## src/rtl/alu_arbiter.sv

```systemverilog
// Two-requester round-robin front end for the shared combinational alu.
// One registered response slot with valid/ready backpressure.
module alu_arbiter #(
    parameter int TAG_W = 4
) (
    input  logic             clk,
    input  logic             rst,
    input  logic [1:0]       req_valid,
    output logic [1:0]       req_ready,
    input  logic [4:0]       req0_op,
    input  logic [31:0]      req0_a,
    input  logic [31:0]      req0_b,
    input  logic [4:0]       req0_sa,
    input  logic [TAG_W-1:0] req0_tag,
    input  logic [4:0]       req1_op,
    input  logic [31:0]      req1_a,
    input  logic [31:0]      req1_b,
    input  logic [4:0]       req1_sa,
    input  logic [TAG_W-1:0] req1_tag,
    output logic [4:0]       alu_op,
    output logic [31:0]      alu_a,
    output logic [31:0]      alu_b,
    output logic [4:0]       alu_sa,
    input  logic [31:0]      alu_c,
    input  logic             alu_zero,
    output logic             rsp_valid,
    input  logic             rsp_ready,
    output logic             rsp_id,
    output logic [TAG_W-1:0] rsp_tag,
    output logic [31:0]      rsp_c,
    output logic             rsp_zero
);

    typedef enum logic {
        EMPTY = 1'b0,
        FULL  = 1'b1
    } state_t;

    state_t           state;
    state_t           state_next;
    logic             last_grant;
    logic             gnt;
    logic             gnt_any;
    logic             can_accept;
    logic             fire;
    logic [TAG_W-1:0] gnt_tag;

    // Round-robin pick: contention goes to whoever did not win last time
    always_comb begin
        gnt_any = |req_valid;
        gnt     = 1'b0;
        unique case (req_valid)
            2'b01:   gnt = 1'b0;
            2'b10:   gnt = 1'b1;
            2'b11:   gnt = ~last_grant;
            default: gnt = 1'b0;
        endcase
    end

    // Accept only when the slot is free or being drained this cycle
    always_comb begin
        can_accept = (state == EMPTY) || rsp_ready;
        req_ready  = 2'b00;
        if (can_accept && gnt_any) begin
            req_ready[gnt] = 1'b1;
        end
        fire = |req_ready;
    end

    // Steer the granted payload to the alu; idle cycles show req0
    always_comb begin
        alu_op  = req0_op;
        alu_a   = req0_a;
        alu_b   = req0_b;
        alu_sa  = req0_sa;
        gnt_tag = req0_tag;
        if (gnt_any && gnt) begin
            alu_op  = req1_op;
            alu_a   = req1_a;
            alu_b   = req1_b;
            alu_sa  = req1_sa;
            gnt_tag = req1_tag;
        end
    end

    // Slot state register
    always_ff @(posedge clk) begin
        if (rst) begin
            state <= EMPTY;
        end else begin
            state <= state_next;
        end
    end

    // Slot fills on issue, empties when drained with nothing new arriving
    always_comb begin
        state_next = state;
        unique case (state)
            EMPTY: begin
                if (fire) begin
                    state_next = FULL;
                end
            end
            FULL: begin
                if (rsp_ready && !fire) begin
                    state_next = EMPTY;
                end
            end
            default: state_next = EMPTY;
        endcase
    end

    // Fairness pointer moves only when an op is actually issued
    always_ff @(posedge clk) begin
        if (rst) begin
            last_grant <= 1'b1;
        end else if (fire) begin
            last_grant <= gnt;
        end
    end

    // Capture alu result and its owner on the issue edge
    always_ff @(posedge clk) begin
        if (rst) begin
            rsp_c    <= '0;
            rsp_zero <= 1'b0;
            rsp_id   <= 1'b0;
            rsp_tag  <= '0;
        end else if (fire) begin
            rsp_c    <= alu_c;
            rsp_zero <= alu_zero;
            rsp_id   <= gnt;
            rsp_tag  <= gnt_tag;
        end
    end

    assign rsp_valid = (state == FULL);

endmodule
```

## config.mk

```make
export PLATFORM = sky130hd
export DESIGN_NAME = alu_arbiter
export DESIGN_NICKNAME = d
export VERILOG_FILES = /design/src/rtl/alu_arbiter.sv
export SDC_FILE = /design/constraint.sdc
export NUM_CORES = 1
export LEC_CHECK = 0
export BUFFER_PORTS_ARGS = -buffer_cell sky130_fd_sc_hd__buf_2
export CORE_AREA = 2 2 120 122
export CTS_CLUSTER_DIAMETER = 120
export DETAILED_ROUTE_END_ITERATION = 8
export DIE_AREA = 0 0 122 124
export GPL_TIMING_DRIVEN = 1
export PLACE_DENSITY_LB_ADDON = 0.08
export REMOVE_ABC_BUFFERS = 1
export SLEW_MARGIN = 10
export SYNTH_ARGS = -nofsm -noshare
export SYNTH_HDL_FRONTEND = slang
export SYNTH_SLANG_ARGS = --single-unit
```

## constraint.sdc

```tcl
create_clock -name clk -period 1.3 [get_ports clk]
set_input_delay 0.13 -clock clk [delete_from_list [all_inputs] [get_ports clk]]
set_output_delay 0.13 -clock clk [all_outputs]
set_load 0.005 [all_outputs]
```

== Word level (Yosys, flattened, before mapping) ==
Index checks and enable logic that the tools add are counted.

* Multiplexer cells: 12
* Bitwise gates (word level): 2
* Reduce and logical (&&, ||, !) cells: 8
* Magnitude comparators: 2
* Equality and inequality tests: 2

{| class="wikitable"
|+ Operators by type and width
! cell !! count
|-
| two-way mux 32 bit || 2
|-
| two-way mux 5 bit || 2
|-
| equality test 2 bit (second input constant) || 2
|-
| logical AND 1 bit || 4
|-
| two-way mux 4 bit || 1
|-
| case mux 1 bit (2 select lines) || 2
|-
| OR reduction 2 bit || 2
|-
| two-way mux 1 bit || 3
|-
| less-than comparator 1 x 2 -> 1 bit (second input constant) || 1
|-
| two-way mux 2 bit || 1
|-
| NOT 1 bit || 2
|-
| demux 1 bit (select 1 bit) || 1
|-
| >= comparator 1 bit (second input constant) || 1
|-
| logical NOT 1 bit || 1
|-
| logical OR 1 bit || 1
|}

* Output and inout bits: 115
* Logic and storage cells: 32
* Register bits after elaboration: 40
* Bits of input ports: 194

== Depth between registers and ports, before layout ==
Gate-level depths: netlist (run 1).

* Depth in word-level cells: 12
* Mapped depth: 5
* Mapped depth without buffers: 3

== Worst setup path after synthesis (run 1) ==
No wires, ideal clock.

* Kind: reg2out
* Start point: reg last_grant
* End point: out alu_a[12]
* Arrival: 1207 ps
* Cell stages (with the launch flop): 5
* Slack: -37 ps
* Path buffers: 2
* Cells stage by stage: dfxtp_1 a21boi_2 buf_6 buf_4 mux2_2

* Longest elaborated chain between the ends: 4

{| class="wikitable"
|+ Ends and longest elaborated chain
! what !! RTL line !! source
|-
| from (decl) || 41 || <nowiki>logic last_grant;</nowiki>
|-
| from (signal assigned) || 118 || <nowiki>last_grant <= gnt;</nowiki>
|-
| NOT 1 bit || 55 || <nowiki>2'b11: gnt = ~last_grant;</nowiki>
|-
| case mux 1 bit (2 select lines) || 52 || <nowiki>unique case (req_valid)</nowiki>
|-
| logical AND 1 bit || 77 || <nowiki>if (gnt_any && gnt) begin</nowiki>
|-
| two-way mux 32 bit || 77 ||
|-
| to (decl) || 21 || <nowiki>output logic [31:0] alu_a,</nowiki>
|}

No other way between the ends.

== Worst setup path in the final report (run 1) ==
* Start point: reg last_grant
* End point: out alu_b[21]

* Longest elaborated chain between the ends: 4

{| class="wikitable"
|+ Ends and longest elaborated chain
! what !! RTL line !! source
|-
| NOT 1 bit || 55 ||
|-
| case mux 1 bit (2 select lines) || 52 ||
|-
| logical AND 1 bit || 77 ||
|-
| two-way mux 32 bit || 77 ||
|-
| to (decl) || 22 || <nowiki>output logic [31:0] alu_b,</nowiki>
|}

No other way between the ends.

==> metrics.yaml, run 1 <==
status: "finished with violations"
violations: "setup timing"
fin_total_pwr_mw: 4.269
core.rowCount: 43
drive_gt1_share_pct: 72.99
fin_ws_ps: -411.4
start_util_pct: 17.75
cp-end-kind: "output port"
p_per_area_nw_per_um2: 893.9
final.fill_count: 1480
r2r_cells: 5
grt_antenna_before_repair: 7
switchingPower_mw: 1.140
slew_headroom_pct: 78.39
utilization_pct: 34.81
synthTopCellsByArea: "mux2_2, dfxtp_1, a21oi_1"
dpl.hpwl_um: 10610
hold_viol_final: 0
cts_buffer_depth: 2
crit_fanout: 8
reg2reg_slack_ps: 90
syn_area_per_cell_um2: 9.085
synth_top_area_cell: "mux2_2"
crit_arrival_ps: 1580
pwr-share-seq_pct: 31.8
layout_commonest_cell: "buf_2"
port_buffers: 308
drt-pass1-iter-count: 4
pwr-share-clk_pct: 34.7
num_vias: 3374
maxCapViolations: 0
fin_crit_sh_pct: 131.6
ir_worst_vdd_mv: 0.4080
synth_top_area_share_pct: 34.22
grt_use_total_pct: 16.25
hold_path_class: "primary input to register"
finalClockSkew_ps: 2.972
syn_inst: 268
ys_warn_count: 0
leakage_nw: 2.440
die_y_um: 124
path_clk_slew_ps: 60
htree_levels: 2
pin_count: 309
syn_to_final_growth_pct: 96.15
synth_cell_types: 21
ys_seq_area_share_pct: 32.89
pre_cts_slack_ps: -160.3
mostFrequentLayoutCells: "buf_2, mux2_2, a21oi_1, dfxtp_1, o21ai_0"
die_w_um: 122
worstMarginPinSlew_ps: 324.1
final.min_clock_period_ps: 1711
clk_latency_ps: 280
place_congestion: 0.8364
cts_tree: "built"
drt_iter0_markers: 168
first_global_vias: 3195
synth_area_um2: 2435
rsz0062_at_grt: "yes"
start_kind: "register"
slew_viol_final: 0
whs_path_depth: 3
cts-buffers-inserted: 5
layout.nets: 778
routed_wl_um: 13470
coreArea_um2: 13720
worstSetupPathType: "register to output port"
ant_nets: 0
intPower_mw: 3.129
grt_max_degree: 30
p_sw_share_pct: 26.71
comb_power_share_pct: 33.5
ys_ff_latch: 40
vias_per_cell: 4.399
drc: 0
setup_viol: 75
clock-sinks: 40
dieArea_um2: 15130
gr-total-overflow: 0
routedWlPerCell_um: 17.56
fmax_mhz: 584.3
required_ps: 1170
grt_pass1_wl_um: 18530
cts-root-buf: "clkbuf_16"
## per-stage QoR
step / setup TNS (ps) / instance area, um2 / instances / hold WS, ps
2_1_floorplan: -164940 / 2302 / 240 / 199.1
3_3_place_gp: -6834 / 4292 / 746 / 385.2
3_5_place_dp: -8636 / 4292 / 746 / 392.1
4_1_cts: -29590 / 4672 / 760 / 90.52
5_1_grt: -33510 / 4771 / 765 / 90.96
6_report: -28320 / 4776 / 767 / 92.63
## cells by family after synthesis
| kind of cell | Yosys count | synth area share, % |
|---|---|---|
| AOI/OAI and AO/OA | 79 | 16.91 |
| DFF | 40 | 32.89 |
| and+or+nand+nor | 42 | 8.736 |
| buffers and inverters | 29 | 5.601 |
| muxes | 78 | 35.87 |
## critical path, stage by stage (launching register included)
cell,delay (ps)
dfxtp_2,330
a21boi_4,150
buf_6,180
clkbuf_16,180
mux2_2,330
buf_2,120
## flip-flops by register name, indices dropped and copies added (netlist names)
name and count:
rsp_id 1, rsp_tag 4, rsp_valid 1, last_grant 1, rsp_zero 1, rsp_c 32
## cells in the mapped netlist (all sizes together)
cell type	n
mux2	74
dfxtp	40
a21oi	39
o21ai	35
nand3	34
buf	18
clkbuf	10
a211oi	4
mux2i	4
nor2	2
a21boi	1
inv	1
nand2	1
nand2b	1
nand3b	1
nor2b	1
nor3	1
or2	1
## repair_timing
item | in CTS | in global routing
gates cloned | 3 | 3
hold buffers | 0 | 0
gates resized for setup | 22 | 2
endpoints found under the setup margin | 76 | 99
setup buffers | 3 | 2
pin swaps | 0 | 1
## layer usage
layer | track usage [%] | share of wire (%)
met1 | 20.12 | 40
met2 | 28.56 | 49
met3 | 4.533 | 9.2
met4 | 2.586 | 0.90
met5 | 0 | 0.19
## layout make-up
cell class                      count  area (um2)  area share, %
Clock buffer                        6       138.9          2.908
Inverter                            1       3.754        0.07860
Timing Repair Buffer              337        2003          41.94
Antenna cell                        2       5.005         0.1048
Multi-Input combinational cell    199        1558          32.62
Sequential cell                    40       803.3          16.82
Clock inverter                      2       38.79         0.8122
Tap cell                          180       225.2          4.716
## final timing paths
kind,end,from
setup / recovery,alu_b[21],last_grant
hold / removal,rsp_c[18],alu_c[18]
setup reg to reg,rsp_tag[0],last_grant
hold reg to reg,rsp_c[22],rsp_c[22]
## power groups by stage
stage	logic, mW	clock network [mW]	registers, mW
floorplan	0.506	0	1.39
global placement	1.28	0	1.38
detailed placement	1.28	0	1.38
CTS	1.40	1.52	1.36
global route	1.56	1.58	1.36
finish	1.43	1.48	1.36
Power figures use the tool's default switching activity.
==> inputs of run 2 (changes only) <==
BUFFER_PORTS_ARGS = default   (was -buffer_cell sky130_fd_sc_hd__buf_2)
CORE_AREA = 2 2 122 124   (was 2 2 120 122)
DIE_AREA = 0 0 124 126   (was 0 0 122 124)
DONT_BUFFER_PORTS = 1   (was default)
==> run 2 against run 1 <==
The run still ends with setup timing left. Hold slack lost 88 ps. Utilization down 10 points. Largest cell class is now multi-input combinational cells. Sequential share of layout area grew 6.2 points. Non-clock buffer count fell by 278. Wire length decreased by 10%. Clock skew is 2.3 ps higher.
==> metrics.yaml, run 2 (synthesized netlist as in run 1, its figures left out) <==
crit_arrival_ps: 1480
drive_gt1_share_pct: 38.44
rsz0062_at_grt: "yes"
crit_fanout: 16
setup_viol: 78
die_y_um: 126
layout_commonest_cell: "mux2_2"
grt_use_total_pct: 13.72
routedWlPerCell_um: 24.27
finalClockSkew_ps: 5.293
slew_headroom_pct: 76.19
leakage_nw: 1.292
grt_pass1_wl_um: 15390
comb_power_share_pct: 23.7
fin_crit_sh_pct: 124.2
num_vias: 2365
vias_per_cell: 4.749
largest_register_ffs: 32
htree_levels: 2
pre_cts_slack_ps: -32.02
pwr-share-seq_pct: 36.9
mostFrequentLayoutCells: "mux2_2, a21oi_1, dfxtp_1, o21ai_0, nand3_1"
slew_viol_final: 0
grt_antenna_before_repair: 14
drc: 0
status: "finished with violations"
grt_max_degree: 41
worstMarginPinSlew_ps: 357.2
port_buffers: 0
die_w_um: 124
coreArea_um2: 14310
fmax_mhz: 619.3
first_global_vias: 2281
wl_met3_um: 1540
maxCapViolations: 0
wl_met2_um: 5459
ir_worst_vdd_mv: 0.4700
path_clk_slew_ps: 60
ant_nets: 0
hold_viol_final: 0
dpl.hpwl_um: 9127
syn_to_final_growth_pct: 43.58
clock-sinks: 40
switchingPower_mw: 0.9956
p_sw_share_pct: 26.35
cts-root-buf: "clkbuf_16"
worstSetupPathType: "register to output port"
cts-buffers-inserted: 5
clk_latency_ps: 280
cts_buffer_depth: 2
routed_wl_um: 12090
top_regs: "rsp_c x32, rsp_tag x4"
layout.nets: 500
final.min_clock_period_ps: 1615
intPower_mw: 2.782
gr-total-overflow: 0
place_congestion: 1.027
top_layer_used: "met5"
drt_iter0_markers: 88
whs_ps: 4.706
start_kind: "register"
fin_ws_ps: -314.7
start_util_pct: 17.01
cts_tree: "built"
top_register: "rsp_c"
cp-end-kind: "output port"
core.rowCount: 44
drt-pass1-iter-count: 4
p_per_area_nw_per_um2: 1081
dieArea_um2: 15620
pin_count: 309
pwr-share-clk_pct: 39.5
violations: "setup timing"
required_ps: 1170
wl_met1_um: 4659
hold_path_class: "primary input to register"
## run 2: cell count changes in the layout (fill, tap and decap cells not counted), sizes merged
cell / delta
clkbuf: -2
diode: +5
buf: -308
dlygate4sd3: +32
## run 2: stage by stage
stage | instances | setup TNS (ps) | util (%) | instance area, um2 | total power [mW]
after global routing | 498 | -25770 | 24.42 | 3496 | 3.969
after detailed placement | 439 | -1239 | 18.74 | 2683 | 2.062
final | 498 | -21430 | 24.42 | 3496 | 3.778
after global placement | 439 | -248.5 | 18.74 | 2683 | 2.066
after floorplan | 240 | -164940 | - | 2302 | 1.896
after CTS | 487 | -22210 | 23.45 | 3357 | 3.774
## run 2: repair_timing
item                                    4_1_cts  5_1_grt
hold buffers                                 33        0
buffers inserted                              3        2
hold endpoints to repair                     40        0
endpoints found under the setup margin       76       79
cloned                                        4        2
gates resized for setup                       8       17
pin swaps                                     0        2
## run 2: routing by layer
metal | vias to the layer above | global-route usage, %
met5 | - | 0
met4 | 10 | 5.552
met3 | 29 | 7.201
met2 | 165 | 21.01
met1 | 1097 | 16.02
li1 | 1064 | -
## run 2: critical path: stages, from the launching register on
cell and delay (ps):
dfxtp_2 330, a21boi_4 170, buf_6 170, buf_12 160
mux2_2 370
## run 2: path summary, 6_finish.rpt
path                   start    endpoint  slack (ps)  cells past startpoint
setup / recovery  last_grant   alu_a[21]        -310                      4
hold / removal      alu_c[8]    rsp_c[8]           5                      2
setup reg to reg  last_grant  rsp_tag[0]         -10                      6
hold reg to reg    rsp_c[23]   rsp_c[23]         490                      2
## run 2: cell type report
class | count | area [um2]
Fill cell | 1543 | 10820
Multi-Input combinational cell | 199 | 1573
Sequential cell | 40 | 803.3
Timing Repair Buffer | 59 | 690.7
Tap cell | 184 | 230.2
Clock buffer | 6 | 138.9
Clock inverter | 2 | 38.79
Antenna cell | 7 | 17.52
Inverter | 1 | 3.754
## run 2: power by group through the flow
stage	clock network, mW	logic, mW	registers (mW)
2_1_floorplan	0	0.506	1.39
3_3_place_gp	0	0.643	1.42
3_5_place_dp	0	0.640	1.42
4_1_cts	1.54	0.833	1.40
5_1_grt	1.60	0.967	1.41
6_report	1.49	0.895	1.39
==> inputs of run 3 (changes only) <==
--- a/config.mk
+++ b/config.mk
@@ -6,8 +6,8 @@
 export NUM_CORES = 1
 export LEC_CHECK = 0
-export CORE_AREA = 2 2 122 124
+export CORE_AREA = 5 5 118 120
 export CTS_CLUSTER_DIAMETER = 120
 export DETAILED_ROUTE_END_ITERATION = 8
-export DIE_AREA = 0 0 124 126
+export DIE_AREA = 0 0 123 125
 export DONT_BUFFER_PORTS = 1
 export GPL_TIMING_DRIVEN = 1
==> constraint.sdc (replaced) <==
create_clock -name clk -period 1.3 [get_ports clk]
set_input_delay 0.13 -clock clk [delete_from_list [all_inputs] [get_ports clk]]
set_output_delay 0.13 -clock clk [all_outputs]
set_load 0.1 [all_outputs]
==> run 3 against run 2 <==
The run still ends with setup timing left. Via count increased by 20%. Critical path depth increased by 1. Critical path type unchanged. Count of clock-buffer cells in the layout unchanged. Total power increased by 91%. Critical endpoint is now alu_b[10]. Register-to-register slack got worse by 190 ps.
==> metrics.yaml, run 3 (synthesized netlist as in run 1, its figures left out) <==
pre_cts_slack_ps: -249.1
grt_pass1_wl_um: 19710
busiest_layer: "met2"
drt_iter0_markers: 120
layout_commonest_cell: "buf_12"
htree_levels: 2
gr-total-overflow: 0
grt_use_total_pct: 17.26
whs_ps: 4.152
vias_per_cell: 4.720
cp-end-kind: "output port"
final.min_clock_period_ps: 1797
status: "finished with violations"
cts-buffers-inserted: 5
ir_worst_vdd_mv: 0.4564
drt-pass1-iter-count: 4
required_ps: 1170
drive_gt1_share_pct: 56.90
first_global_vias: 2932
clock-sinks: 40
ant_nets: 0
layout.nets: 613
port_buffers: 0
setup_viol: 79
hold_end: "rsp_c[28]"
rr_endpoint: "rsp_tag[1]"
hold_path_class: "primary input to register"
dpl_cell_area_um2: 4482
grt_max_degree: 41
finalClockSkew_ps: 6.776
r2r-start: "last_grant"
crit_arrival_ps: 1670
r2r_cells: 7
fin_crit_sh_pct: 138.2
syn_to_final_growth_pct: 131.1
violations: "setup timing"
start_util_pct: 18.91
top_register: "rsp_c"
die_w_um: 123
cts-root-buf: "clkbuf_16"
maxCapViolations: 0
crit_fanout: 8
reg2reg_slack_ps: -200
slew_viol_final: 0
whs_path_depth: 2
coreArea_um2: 12870
cts_tree: "built"
num_vias: 2832
grtUsageMet1_pct: 19.07
worstSetupPathType: "register to output port"
start_kind: "register"
hold_start: "alu_c[28]"
clk_latency_ps: 280
rsz0062_at_grt: "yes"
path_clk_slew_ps: 60
slew_headroom_pct: 78.05
routed_wl_um: 15330
worstMarginPinSlew_ps: 328.0
drc: 0
grt_antenna_before_repair: 5
cts_buffer_depth: 2
die_y_um: 125
leakage_nw: 2.487
fin_total_pwr_mw: 7.205
met3_usage_pct: 7.859
p_per_area_nw_per_um2: 1281
place_congestion: 0.8528
hold_viol_final: 0
fin_ws_ps: -496.6
fmax_mhz: 556.6
mostFrequentLayoutCells: "buf_12, mux2_4, buf_4, a21oi_1, dfxtp_1"
dpl.hpwl_um: 11740
routedWlPerCell_um: 25.55
pin_count: 309
largest_register_ffs: 32
gr-usage-met2_pct: 29.08
top_regs: "rsp_c x32, rsp_tag x4"
final_area_um2: 5627
dieArea_um2: 15380
core.rowCount: 42
## run 3: critical path, stage by stage, from the launching register on
cell and delay, ps:
dfxtp_2 330, a21boi_4 190, buf_12 190, clkbuf_16 170
mux2_4 330, buf_12 170
## run 3: final cells by class
cell class              instances  area, um2
clock buffers                   6      138.9
multi-input cells             199       1824
clock inverters                 2      38.79
fillers                      1231       7248
inverters                       1      3.754
flip-flops and latches         40      803.3
diodes                          4      10.01
well taps                     176      220.2
repair buffers                172       2587
## run 3: per-layer routing
metal,vias up,share of wire (%)
met5,-,0.085
met4,2,1.4
met3,11,10
met2,169,52
met1,1362,37
li1,1288,-
## run 3: how the worst max path moves through the flow
stage	start	to	slack, ps	cells after the start
floorplan	last_grant	req_ready[0]	-2950	2
global placement	last_grant	alu_b[8]	-230	4
detailed placement	last_grant	alu_b[8]	-250	4
CTS	last_grant	alu_b[10]	-540	5
global route	last_grant	alu_b[17]	-540	5
finish	last_grant	alu_b[10]	-500	5
## run 3: what timing repair did
item	4_1_cts	5_1_grt
gates cloned	1	10
resized for setup	49	48
pin swaps	6	2
setup buffers	3	2
hold buffers	28	0
endpoints found under the hold margin	40	0
setup endpoints to repair	76	106
## run 3: stage by stage
step,TNS (ps),instances,utilization (%)
floorplan,-220020,240,-
CTS,-37660,584,40.49
finish,-36340,600,43.70
global route,-39770,600,43.70
detailed placement,-15800,544,34.81
global placement,-13730,544,34.81
## run 3: power breakdown
group / switching [mW] / total, mW / internal, mW
clock network: 0.478 / 1.44 / 0.961
logic: 2.85 / 4.41 / 1.56
registers: 0.0428 / 1.36 / 1.32
